[src/rtl/alarm_ctrl_pkg.sv]
// Shared encodings, limits and BCD helpers for the alarm clock controller.
package alarm_ctrl_pkg;

    localparam logic [2:0] ST_RUN       = 3'd0;
    localparam logic [2:0] ST_SET_T_HR  = 3'd1;
    localparam logic [2:0] ST_SET_T_MIN = 3'd2;
    localparam logic [2:0] ST_SET_A_HR  = 3'd3;
    localparam logic [2:0] ST_SET_A_MIN = 3'd4;

    localparam int unsigned HOUR_MAX    = 23;
    localparam int unsigned MIN_SEC_MAX = 59;
    localparam int unsigned RING_TICKS  = 60;

    typedef struct packed {
        logic [7:0] hr;
        logic [7:0] min;
        logic [7:0] sec;
    } bcd_time_t;

    function automatic logic [7:0] to_bcd(input int unsigned v);
        return {4'(v / 10), 4'(v % 10)};
    endfunction

    // Two-digit BCD increment that wraps to 00 after max.
    function automatic logic [7:0] bcd_next(input logic [7:0] v, input int unsigned max);
        if (v == to_bcd(max))
            return 8'h00;
        if (v[3:0] == 4'd9)
            return {v[7:4] + 4'd1, 4'd0};
        return {v[7:4], v[3:0] + 4'd1};
    endfunction

endpackage

[src/rtl/bcd_mod_cnt.sv]
// Two-digit BCD modulo counter; carry flags the wrap on an enabled step.
module bcd_mod_cnt
    import alarm_ctrl_pkg::*;
#(
    parameter int unsigned MAX = 59
) (
    input  logic       clk,
    input  logic       rst_n,
    input  logic       en,
    input  logic       clr,
    output logic [3:0] d1,
    output logic [3:0] d0,
    output logic       carry
);

    logic [7:0] q;

    always_ff @(posedge clk or negedge rst_n) begin
        if (!rst_n)
            q <= 8'h00;
        else if (clr)
            q <= 8'h00;
        else if (en)
            q <= bcd_next(q, MAX);
    end

    assign {d1, d0} = q;
    // A clear wins over the step, so it must not ripple into the next field.
    assign carry = en && !clr && (q == to_bcd(MAX));

endmodule

[src/rtl/alarm_ctrl.sv]
// Alarm clock: BCD time of day, settable alarm, ring timeout and stop.
module alarm_ctrl
    import alarm_ctrl_pkg::*;
(
    input  logic       clk,
    input  logic       rst_n,
    input  logic       tick_1hz,
    input  logic       mode_btn,
    input  logic       inc_btn,
    input  logic       stop_btn,
    input  logic       alarm_en,
    output logic [2:0] mode,
    output logic [3:0] disp_h1,
    output logic [3:0] disp_h0,
    output logic [3:0] disp_m1,
    output logic [3:0] disp_m0,
    output logic [3:0] disp_s1,
    output logic [3:0] disp_s0,
    output logic       ringing
);

    logic [2:0] mode_q;
    logic       set_t, show_alarm, tick_adv, inc_ok, sec_clr;
    logic [7:0] t_sec, t_min, t_hr, a_min, a_hr;
    logic       sec_c, min_c, hr_c, a_min_c, a_hr_c;
    logic [7:0] nxt_min, nxt_hr;
    logic       trigger;
    logic       ringing_q;
    logic [5:0] ring_cnt;
    bcd_time_t  disp;
    logic       unused_carries;

    assign set_t      = (mode_q == ST_SET_T_HR) || (mode_q == ST_SET_T_MIN);
    assign show_alarm = (mode_q == ST_SET_A_HR) || (mode_q == ST_SET_A_MIN);
    assign tick_adv   = tick_1hz && !set_t;
    assign inc_ok     = inc_btn && !mode_btn;
    assign sec_clr    = mode_btn && (mode_q == ST_RUN);

    always_ff @(posedge clk or negedge rst_n) begin
        if (!rst_n)
            mode_q <= ST_RUN;
        else if (mode_btn)
            mode_q <= (mode_q == ST_SET_A_MIN) ? ST_RUN : mode_q + 3'd1;
    end

    bcd_mod_cnt #(.MAX(MIN_SEC_MAX)) u_t_sec (
        .clk(clk), .rst_n(rst_n), .en(tick_adv), .clr(sec_clr),
        .d1(t_sec[7:4]), .d0(t_sec[3:0]), .carry(sec_c)
    );

    bcd_mod_cnt #(.MAX(MIN_SEC_MAX)) u_t_min (
        .clk(clk), .rst_n(rst_n),
        .en((tick_adv && sec_c) || (inc_ok && mode_q == ST_SET_T_MIN)), .clr(1'b0),
        .d1(t_min[7:4]), .d0(t_min[3:0]), .carry(min_c)
    );

    // Minute carry only counts when the step came from the seconds chain.
    bcd_mod_cnt #(.MAX(HOUR_MAX)) u_t_hr (
        .clk(clk), .rst_n(rst_n),
        .en((tick_adv && min_c) || (inc_ok && mode_q == ST_SET_T_HR)), .clr(1'b0),
        .d1(t_hr[7:4]), .d0(t_hr[3:0]), .carry(hr_c)
    );

    bcd_mod_cnt #(.MAX(MIN_SEC_MAX)) u_a_min (
        .clk(clk), .rst_n(rst_n), .en(inc_ok && mode_q == ST_SET_A_MIN), .clr(1'b0),
        .d1(a_min[7:4]), .d0(a_min[3:0]), .carry(a_min_c)
    );

    bcd_mod_cnt #(.MAX(HOUR_MAX)) u_a_hr (
        .clk(clk), .rst_n(rst_n), .en(inc_ok && mode_q == ST_SET_A_HR), .clr(1'b0),
        .d1(a_hr[7:4]), .d0(a_hr[3:0]), .carry(a_hr_c)
    );

    assign unused_carries = &{1'b0, hr_c, a_min_c, a_hr_c};

    // Trigger fires on the tick that rolls the time onto alarm hh:mm:00.
    assign nxt_min = bcd_next(t_min, MIN_SEC_MAX);
    assign nxt_hr  = (t_min == to_bcd(MIN_SEC_MAX)) ? bcd_next(t_hr, HOUR_MAX) : t_hr;
    assign trigger = alarm_en && tick_adv && !sec_clr && (t_sec == to_bcd(MIN_SEC_MAX)) &&
                     (nxt_min == a_min) && (nxt_hr == a_hr);

    always_ff @(posedge clk or negedge rst_n) begin
        if (!rst_n) begin
            ringing_q <= 1'b0;
            ring_cnt  <= 6'd0;
        end else if (!alarm_en) begin
            ringing_q <= 1'b0;
            ring_cnt  <= 6'd0;
        end else if (trigger) begin
            ringing_q <= 1'b1;
            ring_cnt  <= ringing_q ? ring_cnt + 6'd1 : 6'd0;
        end else if (ringing_q) begin
            if (stop_btn) begin
                ringing_q <= 1'b0;
                ring_cnt  <= 6'd0;
            end else if (tick_1hz) begin
                if (ring_cnt >= 6'(RING_TICKS - 1)) begin
                    ringing_q <= 1'b0;
                    ring_cnt  <= 6'd0;
                end else begin
                    ring_cnt <= ring_cnt + 6'd1;
                end
            end
        end
    end

    always_comb begin
        disp = '{hr: t_hr, min: t_min, sec: t_sec};
        if (show_alarm)
            disp = '{hr: a_hr, min: a_min, sec: 8'h00};
    end

    assign mode    = mode_q;
    assign ringing = ringing_q;
    assign {disp_h1, disp_h0} = disp.hr;
    assign {disp_m1, disp_m0} = disp.min;
    assign {disp_s1, disp_s0} = disp.sec;

endmodule

[config.mk]
export PLATFORM = sky130hd
export DESIGN_NAME = alarm_ctrl
export DESIGN_NICKNAME = d
export VERILOG_FILES = /design/src/rtl/alarm_ctrl_pkg.sv /design/src/rtl/bcd_mod_cnt.sv /design/src/rtl/alarm_ctrl.sv
export SDC_FILE = /design/constraint.sdc
export NUM_CORES = 1
export LEC_CHECK = 0
export CAP_MARGIN = 40
export CORE_ASPECT_RATIO = 1.75
export CORE_UTILIZATION = 42
export DETAILED_ROUTE_END_ITERATION = 8
export GPL_TIMING_DRIVEN = 0
export MAX_ROUTING_LAYER = met4
export SYNTH_ARGS = -nofsm -noshare
export SYNTH_HDL_FRONTEND = slang
export SYNTH_SLANG_ARGS = --single-unit
[constraint.sdc]
create_clock -name clk -period 3.2 [get_ports clk]
set_input_delay 0.8 -clock clk [delete_from_list [all_inputs] [get_ports clk]]
set_output_delay 0.8 -clock clk [all_outputs]
set_load 0.03 [all_outputs]
Word level (Yosys, flattened, before mapping)
Cells that the tools add are included.

Multiplexer cells: 71. Equal/unequal tests: 18. Add/subtract/negate cells: 12. Reduce and logical (&&, ||, !) cells: 37. Magnitude comparators: 1.

Operators with widths (count): $mux W8 (27); $mux W6 (7); $add A4 B1 Y4 const B (10); $mux W1 (35); $eq A8 B7 Y1 const B (3); $mux W24 (1); $eq A4 B4 Y1 const B (5); $logic_and A1 B1 Y1 (17); $eq A8 B6 Y1 const B (2); $eq A8 B8 Y1 (2); $reduce_and A2 Y1 (6); $reduce_bool A2 Y1 (5); $add A6 B1 Y6 const B (1); $eq A3 B2 Y1 const B (2); $ge A6 B6 Y1 const B (1); $logic_or A1 B1 Y1 (4); $ne A4 B4 Y1 const B (1); $add A3 B1 Y3 const B (1); $eq A3 B1 Y1 const B (1); $eq A3 B3 Y1 const B (1); $logic_not A1 Y1 (3); $logic_not A3 Y1 (1); $mux W3 (1); $ne A3 B2 Y1 const B (1); $reduce_bool A3 Y1 (1).

Word-level logic and storage cells: 152. Input bits: 7. Output and inout bits: 28. Register bits: 50.

Logic depth before layout (Yosys ltp)
Gate-level depths: netlist of run 1.

Depth after elaboration: 16. Mapped depth: 14. Gate-level depth less buffers: 13.

Cells and area by module
From an unflattened synthesis of run 1, not the netlist that was laid out.

Cells, all modules: 477. Area total of the unflattened synthesis: 4332.9 um^2.

Modules (own cells, without submodules): alarm_ctrl (area an instance 1800.5 um^2, sequential area each 250.2 um^2, cells each 224, times used 1); bcd_mod_cnt (u_a_min ...) (area an instance 488.0 um^2, sequential area each 200.2 um^2, cells each 49, times used 3); bcd_mod_cnt (u_a_hr ...) (area an instance 534.3 um^2, sequential area each 200.2 um^2, cells each 53, times used 2).

Least setup slack after synthesis of run 1
Ideal clock, no wire load.

Kind: reg-to-reg. Start point: register u_t_min.q[0]. End point: register ring_cnt[3]. Cell stages (with the launch flop): 14. Setup time: 134 ps. Slack: 179 ps. Data arrival time: 2887 ps. Required time: 3066 ps. Cells stage by stage: dfrtp_1 ha_1 nand3b_2 clkinv_1 buf_4 ha_1 a22o_1 a311oi_1 and4_1 nand2_1 nor4_1 nand4_2 mux2i_2 o22ai_1.

Word-level cells in the longest chain between the ends: 10. Elaborated cells between the ends (all ways): 19. Those cells by class: add/sub (1); eq/ne (6); mux (9); reduce/logical (3).

Ends and longest elaborated chain: start, declared (RTL line bcd_mod_cnt.sv:16) `logic [7:0] q;`; start signal, assigned (RTL line bcd_mod_cnt.sv:24) `q <= bcd_next(q, MAX);`; $eq A4 B4 Y1 (RTL line alarm_ctrl_pkg.sv:28) `if (v[3:0] == 4'd9)`; $mux W1 (2 in a row) (RTL line alarm_ctrl_pkg.sv:28); $mux W8 (RTL line alarm_ctrl_pkg.sv:30) `return {v[7:4], v[3:0] + 4'd1};`; $mux W8 (RTL line alarm_ctrl_pkg.sv:28); $eq A8 B8 Y1 (RTL line alarm_ctrl.sv:80) `(nxt_min == a_min) && (nxt_hr == a_hr);`; $logic_and A1 B1 Y1 (RTL line alarm_ctrl.sv:79) `assign trigger = alarm_en && tick_adv && !sec_clr && (t_sec == to_bcd(MIN_SEC_MAX)) &&`; $logic_and A1 B1 Y1 * (RTL line alarm_ctrl.sv:80); $ne A4 B4 Y1 (no line), or another cell as far along; $reduce_and A2 Y1 (no line) / $mux W6 (equally long branches); end signal, assigned (RTL line alarm_ctrl.sv:91) `ring_cnt <= ringing_q ? ring_cnt + 6'd1 : 6'd0;`; end signal, assigned (RTL line alarm_ctrl.sv:101) `ring_cnt <= ring_cnt + 6'd1;`; end, declared (RTL line alarm_ctrl.sv:29) `logic [5:0] ring_cnt;`.

Every way passes the cells marked *; elsewhere a longest branch is shown, timed or not. The select of a mux whose other input is x is not followed. A chain may end at the register's enable or synchronous reset.

Final worst setup path of run 1
Start point: register mode_q[2], in the netlist mode[2]. End point: output disp_m1[0].

Word-level cells in the longest chain between the ends: 3. Elaborated cells between the ends (all ways): 4. Those cells by class: eq/ne (2); mux (1); reduce/logical (1).

Ends and longest elaborated chain: start, declared (RTL line alarm_ctrl.sv:22) `logic [2:0] mode_q;`; start signal, assigned (RTL line alarm_ctrl.sv:43) `mode_q <= (mode_q == ST_SET_A_MIN) ? ST_RUN : mode_q + 3'd1;`; $eq A3 B2 Y1 / $eq A3 B3 Y1 (equally long branches) (RTL line alarm_ctrl.sv:34) `assign show_alarm = (mode_q == ST_SET_A_HR) || (mode_q == ST_SET_A_MIN);`; $logic_or A1 B1 Y1 * (RTL line alarm_ctrl.sv:34); $mux W24 * (RTL line alarm_ctrl.sv:109) `if (show_alarm)`; end, declared (RTL line alarm_ctrl.sv:15) `output logic [3:0] disp_m1,`.

Every way passes the cells marked *; elsewhere a longest branch is shown, timed or not.

==> flow_summary.toml, run 1 <==
[timing]
finalCriticalPeriod_ns = 3.03
finalCritPeriodShare = 0.948
finalHoldViolCount = 0
holdWs_ns = 0.418
worstMarginPinSlew_ns = 0.761
fmax_mhz = 330
setup-tns-final_ns = 0
slew_headroom = 0.489
setup_viol = 0
finClkSkew_ns = 0.00344
slew_viol_final = 0

[clock_network]
cts_max_level = 2
cts_buffer_depth = 2
cts_tree = "built"
insertion_delay_ns = 0.30
cts-buffers-inserted = 5
numClockSinks = 50
clkTransAtPathRegs_ns = 0.07
cts-root-buf = "clkbuf_16"
cts.hold.buffers_added = 0

[power]
power.density_nw_per_um2 = 656
ir_drop_v = 0.000390
leakage_nw = 2.01

[worst_setup_path]
critical_path_class = "reg -> out"
cp-end-kind = "primary output"
crit_fanout = 10
critPathLaunchType = "flop"
worstPathArrival_ns = 2.23
required_ns = 2.40

[logic_synthesis]
synthesis.nets = 459
synthDistinctLibCells = 68
synth_seq_cells = 50
synth_flop_cell = "dfrtp_1"
ys.warnings.count = 0
synthCells = 425
synth_edf_count = 0
ys_seq_area_frac = 0.330
synthArstFlopShare = 1.00
avgSynthCellArea_um2 = 8.92
synth_largest_area_cell = "dfrtp_1"
netlist_area_um2 = 3790
synth.area.top_cells = "dfrtp_1 (33%), ha_1 (8.9%), o21ai_0 (5.5%)"
synth_top_area_frac = 0.330

[grt]
track_usage = 0.215
antenna_found_initial = 0
overflow = 0
grt_max_degree = 36
grt_pass1_vias = 3243
grt_pass1_wl_um = 15100

[placed_design]
portBuffers = 34
gp_congestion = 0.873
placed_cell_area_um2 = 4290
hpwlAfterDp_um = 6980

[route]
routed_wl_um = 9150
avgRoutedWirePerCell_um = 15.6
drc = 0
first_pass_iters = 4
viasPerCell = 5.54
drtIter0Drc = 142
vias = 3250
ant_nets = 0

[die]
ios = 35
fp.dieH_um = 128
row_count = 45
dieArea_um2 = 9430
initial_utilization = 0.434
die_x_um = 73.8
fp.coreArea_um2 = 8730

[cells_and_area]
fillers = 826
n_antenna_cell = 0
final_cell_mix = "nand2_1 (49), dfrtp_1 (48), o21ai_0 (42), ha_1 (26), nor2_1 (25)"
nets = 503
area_growth_pct = 18.7
final_util = 0.516
fin_area_um2 = 4500
layout_commonest_cell = "nand2_1"
drive_gt1_frac = 0.147

[outcome]
status = "finished, final reports clean"

[flow_run]
maxCapViolCount = 0

[min_path]
holdCritPathClass = "in -> async"
## state kept, by name (all words and copies together), names as in the netlist
signal,flops
u_a_hr.q,8
u_a_min.q,8
u_t_hr.q,8
u_t_min.q,8
u_t_sec.q,8
ring_cnt,6
mode,3
ringing,1
## area by class of cell
type,count,area (um^2),share of cell area
multi-input cells,337,2410,0.536
clock inverters,3,25.0,0.00556
well taps,117,146,0.0325
plain buffers,17,121,0.0270
repair buffers,38,338,0.0751
clock buffers,5,125,0.0278
flip-flops and latches,50,1250,0.279
inverters,20,80.1,0.0178
## per-layer routing
metal,vias up,track usage,routed length (um)
met1,1561,0.225,3770
met2,56,0.378,4860
met4,0,0.103,263
li1,1614,-,-
met5,-,-,0
met3,19,0.0385,257
## report_power, final
group,total (mW),internal (mW),switching (mW)
Clock,0.549,0.294,0.255
Sequential,0.918,0.749,0.169
Combinational,1.49,0.603,0.884
Total,2.95,1.65,1.31
## synthesized netlist by cell type, types with 6 or more instances
master / count
clkbuf_1: 6
mux2_2: 14
o21ai_0: 42
dfrtp_1: 50
o22ai_1: 11
o31ai_1: 7
xor2_1: 6
xnor2_1: 11
nand2b_1: 8
ha_1: 27
nor3_1: 19
nand3_1: 12
a21oi_1: 14
nor2_1: 25
and2_1: 14
nand2_1: 49
inv_1: 19
## worst max-delay path: stages, from the launching register on
cell	delay, ns
dfrtp_1	0.38
buf_2	0.20
inv_1	0.08
ha_1	0.23
a21oi_2	0.15
buf_6	0.19
mux2_2	0.35
dlygate4sd2_1	0.35
## metrics by stage
step / worst slack [ns] / power (mW) / cells
after floorplan: 0.179 / 1.90 / 425
after global placement: -0.511 / 2.35 / 576
after detailed placement: -0.572 / 2.38 / 577
after CTS: 0.00741 / 2.92 / 585
after global routing: -0.0110 / 3.16 / 587
final: 0.166 / 2.95 / 587
## path summary, 6_finish.rpt
check	cells after the start	slack (ns)	to	from
min in group clk	1	0.50	u_t_sec.q[7]$_DFFE_PN0P_	u_t_sec.q[7]$_DFFE_PN0P_
setup / recovery	7	0.17	disp_m1[0]	mode[2]$_DFFE_PN0P_
max in group asynchronous	2	2.26	u_t_sec.q[4]$_DFFE_PN0P_	rst_n
hold reg to reg	1	0.50	u_t_sec.q[7]$_DFFE_PN0P_	u_t_sec.q[7]$_DFFE_PN0P_
hold / removal	1	0.42	u_t_hr.q[5]$_DFFE_PN0P_	rst_n
setup reg to reg	13	0.19	ring_cnt[0]$_DFFE_PN0P_	u_t_min.q[1]$_DFFE_PN0P_
## logic make-up after synthesis
| kind of cell | share of synthesized area |
|---|---|
| buffers and inverters | 0.0495 |
| xor gates and xnor gates | 0.0436 |
| and+or+nand+nor | 0.230 |
| AOI/OAI and AO/OA | 0.199 |
| adders and majority gates | 0.0891 |
| DFF | 0.330 |
| muxes | 0.0584 |
## timing repair
item | in CTS | in global routing
buffers inserted | 0 | 3
endpoints found under the setup margin | 30 | 29
pin swaps | 2 | 5
resized for setup | 49 | 25
Note: power is estimated with default switching activity, not from simulation.
==> run 2: changes to the inputs <==
- CTS_BUF_LIST: unset -> sky130_fd_sc_hd__clkbuf_4 sky130_fd_sc_hd__clkbuf_8
==> run 2 against run 1 <==
Against the previous run: fmax fell by 0.54%; via count decreased by 0.28%; global-route usage down 0.083 points; combinational power hardly changed; final cell count is 0.17% lower; highest routed layer unchanged.
==> flow_summary.toml, run 2 (synthesized netlist as in run 1, its figures left out) <==
[outcome]
status = "finished, final reports clean"

[timing]
holdWs_ns = 0.386
slew_headroom = 0.489
finClkSkew_ns = 0.00978
finalCriticalPeriod_ns = 3.05
setup_viol = 0
worstMarginPinSlew_ns = 0.761
finalHoldViolCount = 0
rsz0062_at_grt = "true"
fmax_mhz = 328
finalCritPeriodShare = 0.953
slew_viol_final = 0
timing.final.ws_setup_ns = 0.149

[grt]
grt_pass1_wl_um = 15200
grt_pass1_vias = 3232
antenna_found_initial = 0
overflow = 0
track_usage = 0.214
grt_max_degree = 36

[flow_run]
maxCapViolCount = 0

[clock_network]
cts-buffers-inserted = 5
numClockSinks = 50
cts_tree = "built"
cts-root-buf = "clkbuf_8"
cts.hold.buffers_added = 0
clkTransAtPathRegs_ns = 0.10
insertion_delay_ns = 0.32
cts_max_level = 2
cts_buffer_depth = 2

[worst_setup_path]
critical_path_class = "reg -> out"
cp.buffers_inverters = 4
crit_family = "buffers and inverters"
critPathMaxStageDelay_ns = 0.39
crit_fanout = 10
required_ns = 2.40
cp_cell_sequence = "clkbuf_4 > inv_1 > ha_1 > a21oi_2 > buf_6 > mux2_2 > dlygate4sd2_1"
worstPathArrival_ns = 2.25
cp-end-kind = "primary output"
cpMaxStageDelayCell = "dfrtp_1"
critPathLaunchType = "flop"
r2r_slack_ns = 0.25

[cells_and_area]
n_antenna_cell = 0
final_cell_mix = "nand2_1 (49), dfrtp_1 (49), o21ai_0 (42), ha_1 (26), nor2_1 (25)"
fin_area_um2 = 4430
fillers = 842
drive_gt1_frac = 0.141
fin_cells = 586
ff_latch_area_um2 = 1250
nets = 502
area_growth_pct = 16.8
multi_input_area_um2 = 2410

[power]
power.density_nw_per_um2 = 628
ir_drop_v = 0.000390
leakage_nw = 1.99

[route]
drtIter0Drc = 114
ant_nets = 0
first_pass_iters = 4
drc = 0
vias = 3241
viasPerCell = 5.53
routed_wl_um = 9120
avgRoutedWirePerCell_um = 15.6

[placed_design]
portBuffers = 34
hpwlAfterDp_um = 6980
gp_congestion = 0.873
placed_cell_area_um2 = 4290
dpl.cell_count = 577
pre_cts_slack_ns = -0.572

[die]
fp.dieH_um = 128
ios = 35
initial_utilization = 0.434
die_x_um = 73.8
dieArea_um2 = 9430
fp.coreArea_um2 = 8730
row_count = 45

[min_path]
holdCritPathClass = "in -> async"
-- run 2: worst register-to-register path, delay by kind of cell (launching register included) --
family | cells | cell delay [ns]
AND/OR/NAND/NOR | 5 | 0.96
AO/OA/AOI/OAI | 3 | 0.57
buffers and inverters | 2 | 0.22
adder cells (fa/ha/maj) | 2 | 0.42
flip-flops | 1 | 0.39
multiplexers | 1 | 0.31
-- run 2: final timing paths --
| kind | start | end | depth (start not counted) |
|---|---|---|---|
| max | mode[2]$_DFFE_PN0P_ | disp_m1[0] | 7 |
| min | rst_n | u_t_hr.q[5]$_DFFE_PN0P_ | 1 |
| max reg2reg | u_t_min.q[1]$_DFFE_PN0P_ | ring_cnt[4]$_DFFE_PN0P_ | 13 |
| min reg2reg | u_t_sec.q[7]$_DFFE_PN0P_ | u_t_sec.q[7]$_DFFE_PN0P_ | 1 |
| max in group asynchronous | rst_n | u_t_sec.q[4]$_DFFE_PN0P_ | 2 |
| min in group clk | u_t_sec.q[7]$_DFFE_PN0P_ | u_t_sec.q[7]$_DFFE_PN0P_ | 1 |
-- run 2: cell type report --
cell class	count	area share
buffer	17	0.0280
clock inverter	3	0.00565
tap	117	0.0331
timing repair buffer	37	0.0726
inverter	20	0.0186
sequential	50	0.283
multi-input combinational	337	0.544
clock buffer	5	0.0155
-- run 2: metal layers --
metal  track usage  wire length [um]  up-vias
li1              -                 -     1612
met1         0.228              3800     1554
met2         0.384              4860       60
met3        0.0291               234       15
met4        0.0928               227        0
met5             -                 0        -
-- run 2: repair_timing --
action                                  CTS  global route
pin swaps                                 2             5
resized for setup                        49            25
buffers inserted                          2             0
endpoints found under the setup margin   30            26
cloned                                    0             0
-- run 2: power by group --
part           leakage [nW]  switching (mW)  internal [mW]  total (mW)
Clock                0.0447           0.240          0.158       0.398
Sequential            0.660           0.164          0.747       0.911
Combinational          1.28           0.884          0.588        1.47
Total                  1.99            1.29           1.49        2.78
-- run 2: through the flow --
| stage | power (mW) | utilization | setup TNS, ns |
|---|---|---|---|
| global placement | 2.35 | 0.490 | -22.53 |
| global route | 2.99 | 0.507 | 0 |
| finish | 2.78 | 0.507 | 0 |
| detailed placement | 2.38 | 0.492 | -7.44 |
| CTS | 2.78 | 0.506 | 0 |
| floorplan | 1.90 | - | 0 |
==> run 3: changes to the inputs <==
- ABC_AREA: unset -> 0
- PLACE_DENSITY: unset -> 0.71
- SKIP_CTS_REPAIR_TIMING: unset -> 1
==> run 3 against run 2 <==
Against the previous run: total power rose by 5.1%; clock skew decreased by 0.0033 ns; die area unchanged; clock-buffer cell count is the same; largest cell class unchanged.
==> flow_summary.toml, run 3 (synthesized netlist as in run 1, its figures left out) <==
[power]
ir_drop_v = 0.000323
p_comb_frac = 0.514
leakage_nw = 2.27
power.density_nw_per_um2 = 635
power.switching_mw = 1.31
p_int_mw = 1.61
power_mw = 2.92
p_sw_frac = 0.449
power_frac_clock = 0.168
power_frac_seq = 0.318

[route]
first_pass_iters = 4
viasPerCell = 5.55
drc = 0
vias = 3294
routed_wl_um = 9600
drtIter0Drc = 280
avgRoutedWirePerCell_um = 16.2
ant_nets = 0

[grt]
grt_max_degree = 36
antenna_found_initial = 0
track_usage = 0.225
overflow = 0
grt_pass1_vias = 3240
grt_pass1_wl_um = 15800

[placed_design]
portBuffers = 34
gp_congestion = 0.905
pre_cts_slack_ns = -0.505
hpwlAfterDp_um = 7110
dpl.cell_count = 577
placed_cell_area_um2 = 4290

[timing]
slew_headroom = 0.474
finClkSkew_ns = 0.00644
fmax_mhz = 327
timing.final.ws_setup_ns = 0.140
rsz0062_at_grt = "true"
finalCriticalPeriod_ns = 3.06
slew_viol_final = 0
finalHoldViolCount = 0
finalCritPeriodShare = 0.956
setup-tns-final_ns = 0
worstMarginPinSlew_ns = 0.783
setup_viol = 0
holdWs_ns = 0.382

[die]
fp.dieH_um = 128
dieArea_um2 = 9430
ios = 35
fp.coreArea_um2 = 8730
die_x_um = 73.8
initial_utilization = 0.434
row_count = 45

[cells_and_area]
nets = 510
area_growth_pct = 21.3
drive_gt1_frac = 0.161
fin_area_um2 = 4600
final_cell_mix = "nand2_1 (49), dfrtp_1 (49), o21ai_0 (42), nor2_1 (25), ha_1 (25)"
multi_input_area_um2 = 2430
fin_cells = 594
final_util = 0.527
fillers = 817
n_antenna_cell = 0
ff_latch_area_um2 = 1250

[clock_network]
numClockSinks = 50
cts-root-buf = "clkbuf_8"
cts_max_level = 2
clkTransAtPathRegs_ns = 0.10
cts_buffer_depth = 2
insertion_delay_ns = 0.33
cts-buffers-inserted = 5
cts_tree = "built"

[min_path]
holdCritPathClass = "in -> async"

[flow_run]
maxCapViolCount = 0

[worst_setup_path]
cp-end-kind = "primary output"
crit_fanout = 10
reg2reg_from = "u_t_min.q[1]$_DFFE_PN0P_"
required_ns = 2.40
worstPathArrival_ns = 2.26
critPathLaunchType = "flop"
critical_path_class = "reg -> out"
crit_start = "mode[0]$_DFFE_PN0P_"

[outcome]
status = "finished, final reports clean"
run 3: area by class of cell:
cell class	count	area share
Inverter	20	0.0171
Sequential cell	50	0.272
Tap cell	117	0.0318
Buffer	17	0.0258
Timing Repair Buffer	45	0.0985
Clock inverter	3	0.0106
Clock buffer	5	0.0150
Multi-Input combinational cell	337	0.529
run 3: worst max-delay path, cell delays in order (launching register included):
cell and delay, ns:
dfrtp_1 0.44, ha_1 0.23, ha_1 0.20, a21oi_1 0.20
buf_2 0.27, mux2_2 0.35, dlymetal6s2s_1 0.24
run 3: final timing paths:
path	depth (start not counted)	slack (ns)	end
hold / removal	1	0.38	u_t_hr.q[1]$_DFFE_PN0P_
max in group asynchronous	2	2.28	u_t_sec.q[1]$_DFFE_PN0P_
setup / recovery	6	0.14	disp_h1[1]
min in group clk	1	0.50	u_t_sec.q[7]$_DFFE_PN0P_
setup reg to reg	12	0.18	ring_cnt[4]$_DFFE_PN0P_
hold reg to reg	1	0.50	u_t_sec.q[7]$_DFFE_PN0P_
run 3: power by group through the flow:
stage                     Sequential, mW  Combinational [mW]  Clock [mW]
after detailed placement           0.937                1.44           0
after CTS                          0.924                1.45       0.503
final                              0.930                1.50       0.490
after global placement             0.930                1.41           0
after floorplan                    0.907               0.991           0
after global routing               0.949                1.65       0.530
run 3: per-layer routing:
layer,global-route usage,wire (um)
met2,0.386,5170
met4,0.120,339
met5,-,0
met1,0.244,3690
met3,0.0322,413
